--- src/rtl/hazard_pkg.sv ---
// Shared definitions for the multi-cycle hazard controller.
//   FWD_*    : EX operand forward-select encodings
//   mc_state_t: multi-cycle sequencer states
//   REG_ZERO : architectural zero register number (never forwarded)
package hazard_pkg;

  localparam logic [1:0] FWD_RF  = 2'b00;
  localparam logic [1:0] FWD_WB  = 2'b01;
  localparam logic [1:0] FWD_MEM = 2'b10;

  localparam int REG_ZERO = 0;

  typedef enum logic {
    IDLE = 1'b0,
    BUSY = 1'b1
  } mc_state_t;

endpackage

--- src/rtl/hazard_ctrl_mc_sat_counter.sv ---
// Saturating up-counter used for pipeline performance events.
//   clk      : clock
//   RegReset : synchronous active-high clear
//   inc      : count one event on this edge
//   count    : current value, sticks at all-ones
module sat_counter #(
  parameter int W = 16
) (
  input  logic         clk,
  input  logic         RegReset,
  input  logic         inc,
  output logic [W-1:0] count
);

  logic [W-1:0] count_q;

  always_ff @(posedge clk) begin
    if (RegReset) begin
      count_q <= '0;
    end else if (inc && (count_q != '1)) begin
      count_q <= count_q + 1'b1;
    end
  end

  assign count = count_q;

endmodule

--- src/rtl/hazard_ctrl_mc.sv ---
// Hazard unit for the IF/ID/EX/MEM/WB pipeline with a multi-cycle EX
// sequencer, selectable branch-resolution stage and event counters.
//   Inputs : stage register numbers / control bits, BranchD, PCSrcD/E,
//            MultiCycleE, clk, RegReset (sync, active-high)
//   Outputs: StallF/D/E, FlushD/E/M, ForwardAE/BE (2b), ForwardAD/BD,
//            McBusy (registered), StallCount/FlushCount (saturating)
//
// state | meaning
// IDLE  | no multi-cycle op in progress; a new one stalls and loads cnt
// BUSY  | op in progress; stall while cnt != 0, release when cnt == 0
module hazard_ctrl_mc
  import hazard_pkg::*;
#(
  parameter int REG_AW = 5,
  parameter int MC_LAT = 4,
  parameter int BR_IN_D = 1,
  parameter int CNT_W  = 16
) (
  input  logic              clk,
  input  logic              RegReset,
  input  logic              BranchD,
  input  logic              PCSrcD,
  input  logic              PCSrcE,
  input  logic [REG_AW-1:0] RsD,
  input  logic [REG_AW-1:0] RtD,
  input  logic [REG_AW-1:0] RsE,
  input  logic [REG_AW-1:0] RtE,
  input  logic [REG_AW-1:0] WriteRegE,
  input  logic              RegWriteE,
  input  logic              MemtoRegE,
  input  logic              MultiCycleE,
  input  logic [REG_AW-1:0] WriteRegM,
  input  logic              RegWriteM,
  input  logic              MemtoRegM,
  input  logic [REG_AW-1:0] WriteRegW,
  input  logic              RegWriteW,
  output logic              StallF,
  output logic              StallD,
  output logic              StallE,
  output logic              FlushD,
  output logic              FlushE,
  output logic              FlushM,
  output logic [1:0]        ForwardAE,
  output logic [1:0]        ForwardBE,
  output logic              ForwardAD,
  output logic              ForwardBD,
  output logic              McBusy,
  output logic [CNT_W-1:0]  StallCount,
  output logic [CNT_W-1:0]  FlushCount
);

  localparam logic [REG_AW-1:0] RZ      = REG_AW'(REG_ZERO);
  localparam logic [7:0]        CNT_INI = 8'(MC_LAT - 2);

  mc_state_t  state_q, state_d;
  logic [7:0] cnt_q, cnt_d;
  logic       mc_busy_q, mc_busy_d;
  logic       mcstall, lwstall, brstall;

  always_comb begin
    ForwardAE = FWD_RF;
    if (RsE != RZ && RegWriteM && WriteRegM == RsE)      ForwardAE = FWD_MEM;
    else if (RsE != RZ && RegWriteW && WriteRegW == RsE) ForwardAE = FWD_WB;
    ForwardBE = FWD_RF;
    if (RtE != RZ && RegWriteM && WriteRegM == RtE)      ForwardBE = FWD_MEM;
    else if (RtE != RZ && RegWriteW && WriteRegW == RtE) ForwardBE = FWD_WB;
  end

  assign ForwardAD = (BR_IN_D != 0) && (RsD != RZ) && RegWriteM && (WriteRegM == RsD);
  assign ForwardBD = (BR_IN_D != 0) && (RtD != RZ) && RegWriteM && (WriteRegM == RtD);

  assign lwstall = MemtoRegE && ((RtE == RsD) || (RtE == RtD));
  assign brstall = (BR_IN_D != 0) && BranchD &&
                   ((RegWriteE && (WriteRegE != RZ) &&
                     ((WriteRegE == RsD) || (WriteRegE == RtD))) ||
                    (MemtoRegM && ((WriteRegM == RsD) || (WriteRegM == RtD))));

  always_ff @(posedge clk) begin
    if (RegReset) begin
      state_q   <= IDLE;
      cnt_q     <= '0;
      mc_busy_q <= 1'b0;
    end else begin
      state_q   <= state_d;
      cnt_q     <= cnt_d;
      mc_busy_q <= mc_busy_d;
    end
  end

  always_comb begin
    state_d = state_q;
    cnt_d   = cnt_q;
    mcstall = 1'b0;
    case (state_q)
      IDLE: begin
        if (MultiCycleE && (MC_LAT > 1)) begin
          mcstall = 1'b1;
          state_d = BUSY;
          cnt_d   = CNT_INI;
        end
      end
      BUSY: begin
        if (cnt_q != '0) begin
          mcstall = 1'b1;
          cnt_d   = cnt_q - 8'd1;
        end else begin
          state_d = IDLE;
        end
      end
      default: state_d = IDLE;
    endcase
    // Busy flags the cycles spent stalling inside BUSY, so the release
    // cycle (cnt == 0) already reads 0.
    mc_busy_d = (state_d == BUSY) && (cnt_d != '0);
  end

  assign McBusy = mc_busy_q;

  always_comb begin
    StallF = 1'b0;
    StallD = 1'b0;
    StallE = 1'b0;
    FlushD = 1'b0;
    FlushE = 1'b0;
    FlushM = 1'b0;
    if (mcstall) begin
      // EX holds its op; a bubble goes into MEM instead of EX.
      StallF = 1'b1;
      StallD = 1'b1;
      StallE = 1'b1;
      FlushM = 1'b1;
    end else if (lwstall || brstall) begin
      StallF = 1'b1;
      StallD = 1'b1;
      FlushE = 1'b1;
    end
    if (BR_IN_D != 0) begin
      FlushD = PCSrcD && !StallD;
    end else if (PCSrcE) begin
      FlushD = 1'b1;
      FlushE = 1'b1;
    end
  end

  sat_counter #(.W(CNT_W)) u_stall_cnt (
    .clk      (clk),
    .RegReset (RegReset),
    .inc      (StallF),
    .count    (StallCount)
  );

  sat_counter #(.W(CNT_W)) u_flush_cnt (
    .clk      (clk),
    .RegReset (RegReset),
    .inc      (FlushD | FlushE | FlushM),
    .count    (FlushCount)
  );

endmodule

--- config.mk ---
export PLATFORM = sky130hd
export DESIGN_NAME = hazard_ctrl_mc
export DESIGN_NICKNAME = d
export VERILOG_FILES = /design/src/rtl/hazard_pkg.sv /design/src/rtl/hazard_ctrl_mc_sat_counter.sv /design/src/rtl/hazard_ctrl_mc.sv
export SDC_FILE = /design/constraint.sdc
export NUM_CORES = 1
export LEC_CHECK = 0
export CELL_PAD_IN_SITES_DETAIL_PLACEMENT = 2
export CELL_PAD_IN_SITES_GLOBAL_PLACEMENT = 2
export CORE_MARGIN = 5
export CORE_UTILIZATION = 23
export CTS_CLUSTER_DIAMETER = 80
export CTS_CLUSTER_SIZE = 28
export DETAILED_ROUTE_END_ITERATION = 7
export PLACE_DENSITY_LB_ADDON = 0.1
export SKIP_LAST_GASP = 1
export SLEW_MARGIN = 5
export SYNTH_ARGS = -nofsm -noshare
export SYNTH_HDL_FRONTEND = slang
export SYNTH_SLANG_ARGS = --single-unit
--- constraint.sdc ---
create_clock -name clk -period 2.2 [get_ports clk]
set_input_delay 0.22 -clock clk [delete_from_list [all_inputs] [get_ports clk]]
set_output_delay 0.22 -clock clk [all_outputs]
set_load 0.02 [all_outputs]
==> impl_results.html <==
<table>
<tr><th>Metric</th><th>Value</th></tr>
<tr><th colspan="2">Yosys</th></tr>
<tr><td>Post-synth top area cell</td><td>sky130_fd_sc_hd__dfxtp_1</td></tr>
<tr><td>Fraction of post-synthesis cell area in the top cell type by area</td><td>28.94%</td></tr>
<tr><td>Per-instance average area after synthesis</td><td>7.666 um^2</td></tr>
<tr><td>Top flip-flop cell by instance count after synthesis</td><td>sky130_fd_sc_hd__dfxtp_1</td></tr>
<tr><td>Synth Cell Area</td><td>0.002905 mm^2</td></tr>
<tr><td>Share of synthesized registers carrying an async set or reset</td><td>0%</td></tr>
<tr><td>Sequential cell area fraction in the yosys report</td><td>28.94%</td></tr>
<tr><td>EDFF count, synth</td><td>0</td></tr>
<tr><td>Gate count after technology mapping</td><td>379</td></tr>
<tr><td>Top post-synthesis cells by area</td><td>sky130_fd_sc_hd__dfxtp_1 29%, sky130_fd_sc_hd__xnor2_1 11%, sky130_fd_sc_hd__a21oi_1 5.7%</td></tr>
<tr><td>Number of register bits inferred by synthesis</td><td>42</td></tr>
<tr><td>Syn. warnings</td><td>0</td></tr>
<tr><td>Post-Synthesis Net Count</td><td>roughly 430</td></tr>
<tr><td>Number of different library cells in the post-synthesis netlist</td><td>51</td></tr>
<tr><th colspan="2">Floorplan</th></tr>
<tr><td>Io pins</td><td>91</td></tr>
<tr><td>Initial core utilization</td><td>23.21%</td></tr>
<tr><td>FP Rows</td><td>between 40 and 50</td></tr>
<tr><td>Die width</td><td>between 100 and 150 um</td></tr>
<tr><td>Die height</td><td>122.4 um</td></tr>
<tr><td>Area enclosed by the die boundary</td><td>~0.015 mm^2</td></tr>
<tr><td>Std-Cell Core Area</td><td>about 0.013 mm^2</td></tr>
<tr><th colspan="2">Power</th></tr>
<tr><td>Leakage power of the design</td><td>1.972 nW</td></tr>
<tr><td>Worst VDD drop</td><td>272.3 uV</td></tr>
<tr><td>Overall power after layout</td><td>3.207 mW</td></tr>
<tr><td>Pwr/cell area</td><td>637.1 mW/mm^2</td></tr>
<tr><th colspan="2">Global routing</th></tr>
<tr><td>GRT Total Usage</td><td>between 15 and 20%</td></tr>
<tr><td>Largest net degree at the start of global routing</td><td>23</td></tr>
<tr><td>Global-route wire length before repair</td><td>approximately 20000 um</td></tr>
<tr><td>Antenna violations before repair</td><td>0</td></tr>
<tr><td>Final global-route overflow total</td><td>0</td></tr>
<tr><td>Vias in the first global route</td><td>3905</td></tr>
<tr><th colspan="2">Setup path</th></tr>
<tr><td>Worst Path Max Fanout</td><td>5</td></tr>
<tr><td>End of the critical path</td><td>u_flush_cnt.count[1]$_SDFFE_PP0P_</td></tr>
<tr><td>Setup slack of the worst register-to-register path</td><td>0.04 ns</td></tr>
<tr><td>Data required, critical path</td><td>2.38 ns</td></tr>
<tr><td>R2R Path End</td><td>u_flush_cnt.count[1]$_SDFFE_PP0P_</td></tr>
<tr><td>Crit path launch</td><td>BranchD</td></tr>
<tr><td>Slowest CP cell</td><td>sky130_fd_sc_hd__clkdlybuf4s50_1</td></tr>
<tr><td>Critical path start-end classification</td><td>in2reg</td></tr>
<tr><td>Critical Path Stages</td><td>11</td></tr>
<tr><td>Number of cells on the worst reg-to-reg path</td><td>11</td></tr>
<tr><td>CP cell instances</td><td>clkdlybuf4s50_1, nand2_1, nor3_1, a22o_1, buf_4, or3_4, o21ai_4, buf_12, buf_8, mux2i_1, nor2_1</td></tr>
<tr><td>Crit Reg-Reg Startpoint</td><td>cnt_q[0]$_SDFF_PP0_</td></tr>
<tr><td>Number of buffers and inverters on the critical path</td><td>4</td></tr>
<tr><td>Kind of cell adding the most delay to the critical path</td><td>buffers and inverters</td></tr>
<tr><td>Largest incremental delay on the critical path</td><td>between 0.4 and 0.5 ns</td></tr>
<tr><td>Type of origin of the critical path</td><td>input port</td></tr>
<tr><td>CP Capture Type</td><td>flop</td></tr>
<tr><td>Critical path data arrival time</td><td>2.34 ns</td></tr>
<tr><th colspan="2">Route</th></tr>
<tr><td>Routed via count</td><td>approximately 3500</td></tr>
<tr><td>Wirelength per Cell</td><td>17.14 um</td></tr>
<tr><td>Antenna Nets Post-Route</td><td>0</td></tr>
<tr><td>Detailed-route vias per instance</td><td>around 4.8</td></tr>
<tr><td>Total length of routed wires</td><td>12460 um</td></tr>
<tr><td>First DRT Iteration DRCs</td><td>93</td></tr>
<tr><td>Iteration count of the initial detailed-routing pass</td><td>4</td></tr>
<tr><td>Detailed-route DRC error count</td><td>0</td></tr>
<tr><th colspan="2">Clocking</th></tr>
<tr><td># H-tree levels</td><td>2</td></tr>
<tr><td>Clock transition at the registers of the reported paths</td><td>0.06 ns</td></tr>
<tr><td>Cell at the root of the clock tree</td><td>sky130_fd_sc_hd__clkbuf_16</td></tr>
<tr><td>Num CTS Buffers</td><td>5</td></tr>
<tr><td>Clock Latency Late Sink</td><td>just under 0.3 ns</td></tr>
<tr><td>Number of buffers on the longest clock path</td><td>2</td></tr>
<tr><td>TritonCTS clock tree</td><td>built</td></tr>
<tr><td>Hold-fix buffers at CTS</td><td>0</td></tr>
<tr><td>CTS sink count</td><td>42</td></tr>
<tr><th colspan="2">Outcome</th></tr>
<tr><td>Result of the run</td><td>completed</td></tr>
<tr><th colspan="2">Cells and area</th></tr>
<tr><td>Most common cell after layout, fill and taps aside</td><td>sky130_fd_sc_hd__buf_4</td></tr>
<tr><td>Final instance count without filler cells</td><td>approximately 730</td></tr>
<tr><td>Share of layout cells above drive strength 1</td><td>approximately 27%</td></tr>
<tr><td>Fin nets</td><td>between 600 and 700</td></tr>
<tr><td>Ant. Diodes</td><td>0</td></tr>
<tr><td>Highest-count cells in the layout ignoring fill and taps</td><td>90 x sky130_fd_sc_hd__buf_4, 52 x sky130_fd_sc_hd__clkdlybuf4s50_1, 40 x sky130_fd_sc_hd__dfxtp_1</td></tr>
<tr><td>Synth-to-layout area growth</td><td>73.30%</td></tr>
<tr><th colspan="2">Worst hold path</th></tr>
<tr><td>Worst hold path stage count</td><td>2</td></tr>
<tr><td>Hold Path Class</td><td>reg2reg</td></tr>
<tr><th colspan="2">Place</th></tr>
<tr><td>Final estimated routing congestion in global placement</td><td>0.8073</td></tr>
<tr><td>Detailed-placement wirelength estimate</td><td>9772 um</td></tr>
<tr><td>Dpl cells</td><td>700</td></tr>
<tr><td>Dpl ws</td><td>-0.5430 ns</td></tr>
<tr><td>Number of I/O port buffers</td><td>slightly below 90</td></tr>
<tr><th colspan="2">Timing</th></tr>
<tr><td>Setup slack after layout</td><td>0.03814 ns</td></tr>
<tr><td>Max-Slew Margin vs Limit</td><td>77.57%</td></tr>
<tr><td>Final Skew</td><td>~0.0064 ns</td></tr>
<tr><td>Pin slew with the least headroom to its limit</td><td>0.3342 ns</td></tr>
<tr><td>Number of failing hold endpoints at the final stage</td><td>0</td></tr>
<tr><td>Final critical-path required period</td><td>2.162 ns</td></tr>
<tr><td>RSZ-0062 raised after global routing</td><td>true</td></tr>
<tr><td>Share of the clock period used by the worst path after layout</td><td>98.27%</td></tr>
<tr><td>Highest clock frequency the design can meet</td><td>between 0.4 and 0.5 GHz</td></tr>
<tr><td>Pins Over Slew Limit</td><td>0</td></tr>
<tr><td>Final-report setup violation count</td><td>0</td></tr>
<tr><th colspan="2">Flow run</th></tr>
<tr><td>Maximum Capacitance Violations</td><td>0</td></tr>
</table>
## worst min-delay path: stages, from the launching register on
cell	delay (ns)
sky130_fd_sc_hd__dfxtp_1	0.33
sky130_fd_sc_hd__o21ai_0	0.07
sky130_fd_sc_hd__a21oi_1	0.06
## kinds of logic (layout without fill, tap and decap cells)
kind of cell | Yosys count | count (layout) | share of synthesized area (%)
mux | 3 | 3 | 1.077
simple gates | 161 | 161 | 29.63
buf+inv | 32 | 208 | 5.598
xor+xnor | 52 | 52 | 15.68
fa+ha+maj | 4 | 4 | 1.723
flops | 42 | 42 | 28.94
compound gates | 85 | 85 | 17.36
## final cells by class
cell class / count / area [um^2]
well taps: 172 / 215.2
inverters: 12 / 45.04
fillers: 1437 / 7482
repair buffers: 188 / 1679
multi-input cells: 305 / 2053
flip-flops and latches: 42 / 843.3
clock inverters: 2 / 60.06
clock buffers: 6 / 138.9
## metrics by stage
| stage | utilization (%) | hold WS (ns) | instance area (um^2) | TNS (ns) |
|---|---|---|---|---|
| floorplan | - | 0.3940 | 2914 | 0 |
| global placement | 36.18 | 0.4813 | 4528 | -12.90 |
| detailed placement | 36.18 | 0.5053 | 4528 | -15.67 |
| CTS | 39.23 | 0.5173 | 4911 | -0.6198 |
| global route | 40.22 | 0.5424 | 5035 | -0.7371 |
| finish | 40.22 | 0.5119 | 5035 | 0 |
## power by group
| group | internal [mW] | leakage [nW] | switching, mW |
|---|---|---|---|
| sequential | 0.823 | 0.341 | 0.0599 |
| clock | 0.682 | 0.0971 | 0.317 |
| combinational | 0.654 | 1.53 | 0.671 |
## registers in the layout (all words and copies together) (netlist names)
signal and cells:
state_q 1, cnt_q 8, u_stall_cnt.count 16, McBusy 1, u_flush_cnt.count 16
## timing repair
action                                  4_1_cts  5_1_grt
setup buffers                                15        5
endpoints found under the setup margin       41       37
gates cloned                                  1        0
pin swaps                                    19       15
resized for setup                            77       32
## metal layers
layer / global-route usage, % / share of wire [%] / vias up / routed length, um
li1: - / - / 1704 / -
met1: 20.76 / 44 / 1702 / 5464
met2: 30.71 / 52 / 55 / 6455
met3: 3.180 / 3.2 / 9 / 401
met4: 3.779 / 1.1 / 0 / 140
met5: 0 / 0 / - / 0
## cell usage after synthesis (all sizes together) (2+ instances only)
library cell  count
or4              12
inv              12
or2               2
buf              13
mux2i             2
dfxtp            42
nand2b            2
o31ai             4
nor2b             4
ha                4
and2              3
o22ai             4
or3              22
o21ai            29
nand3            16
and3              4
nand4            12
xnor2            36
a21oi            33
nor3             15
xor2             16
o211ai            2
clkbuf            7
a31oi             5
nand2            31
nor4              5
nor2             29
and4              2
## worst min path at each step
stage,slack (ns),endpoint,startpoint
2_1_floorplan,0.39,u_flush_cnt.count[12]$_SDFFE_PP0P_,RegReset
3_3_place_gp,0.48,u_flush_cnt.count[8]$_SDFFE_PP0P_,u_flush_cnt.count[8]$_SDFFE_PP0P_
3_5_place_dp,0.51,u_stall_cnt.count[6]$_SDFFE_PP0P_,u_stall_cnt.count[6]$_SDFFE_PP0P_
4_1_cts,0.52,u_stall_cnt.count[8]$_SDFFE_PP0P_,u_stall_cnt.count[8]$_SDFFE_PP0P_
5_1_grt,0.54,u_flush_cnt.count[11]$_SDFFE_PP0P_,u_flush_cnt.count[11]$_SDFFE_PP0P_
6_report,0.51,u_flush_cnt.count[11]$_SDFFE_PP0P_,u_flush_cnt.count[11]$_SDFFE_PP0P_
Note: power is estimated with default switching activity, not from simulation.
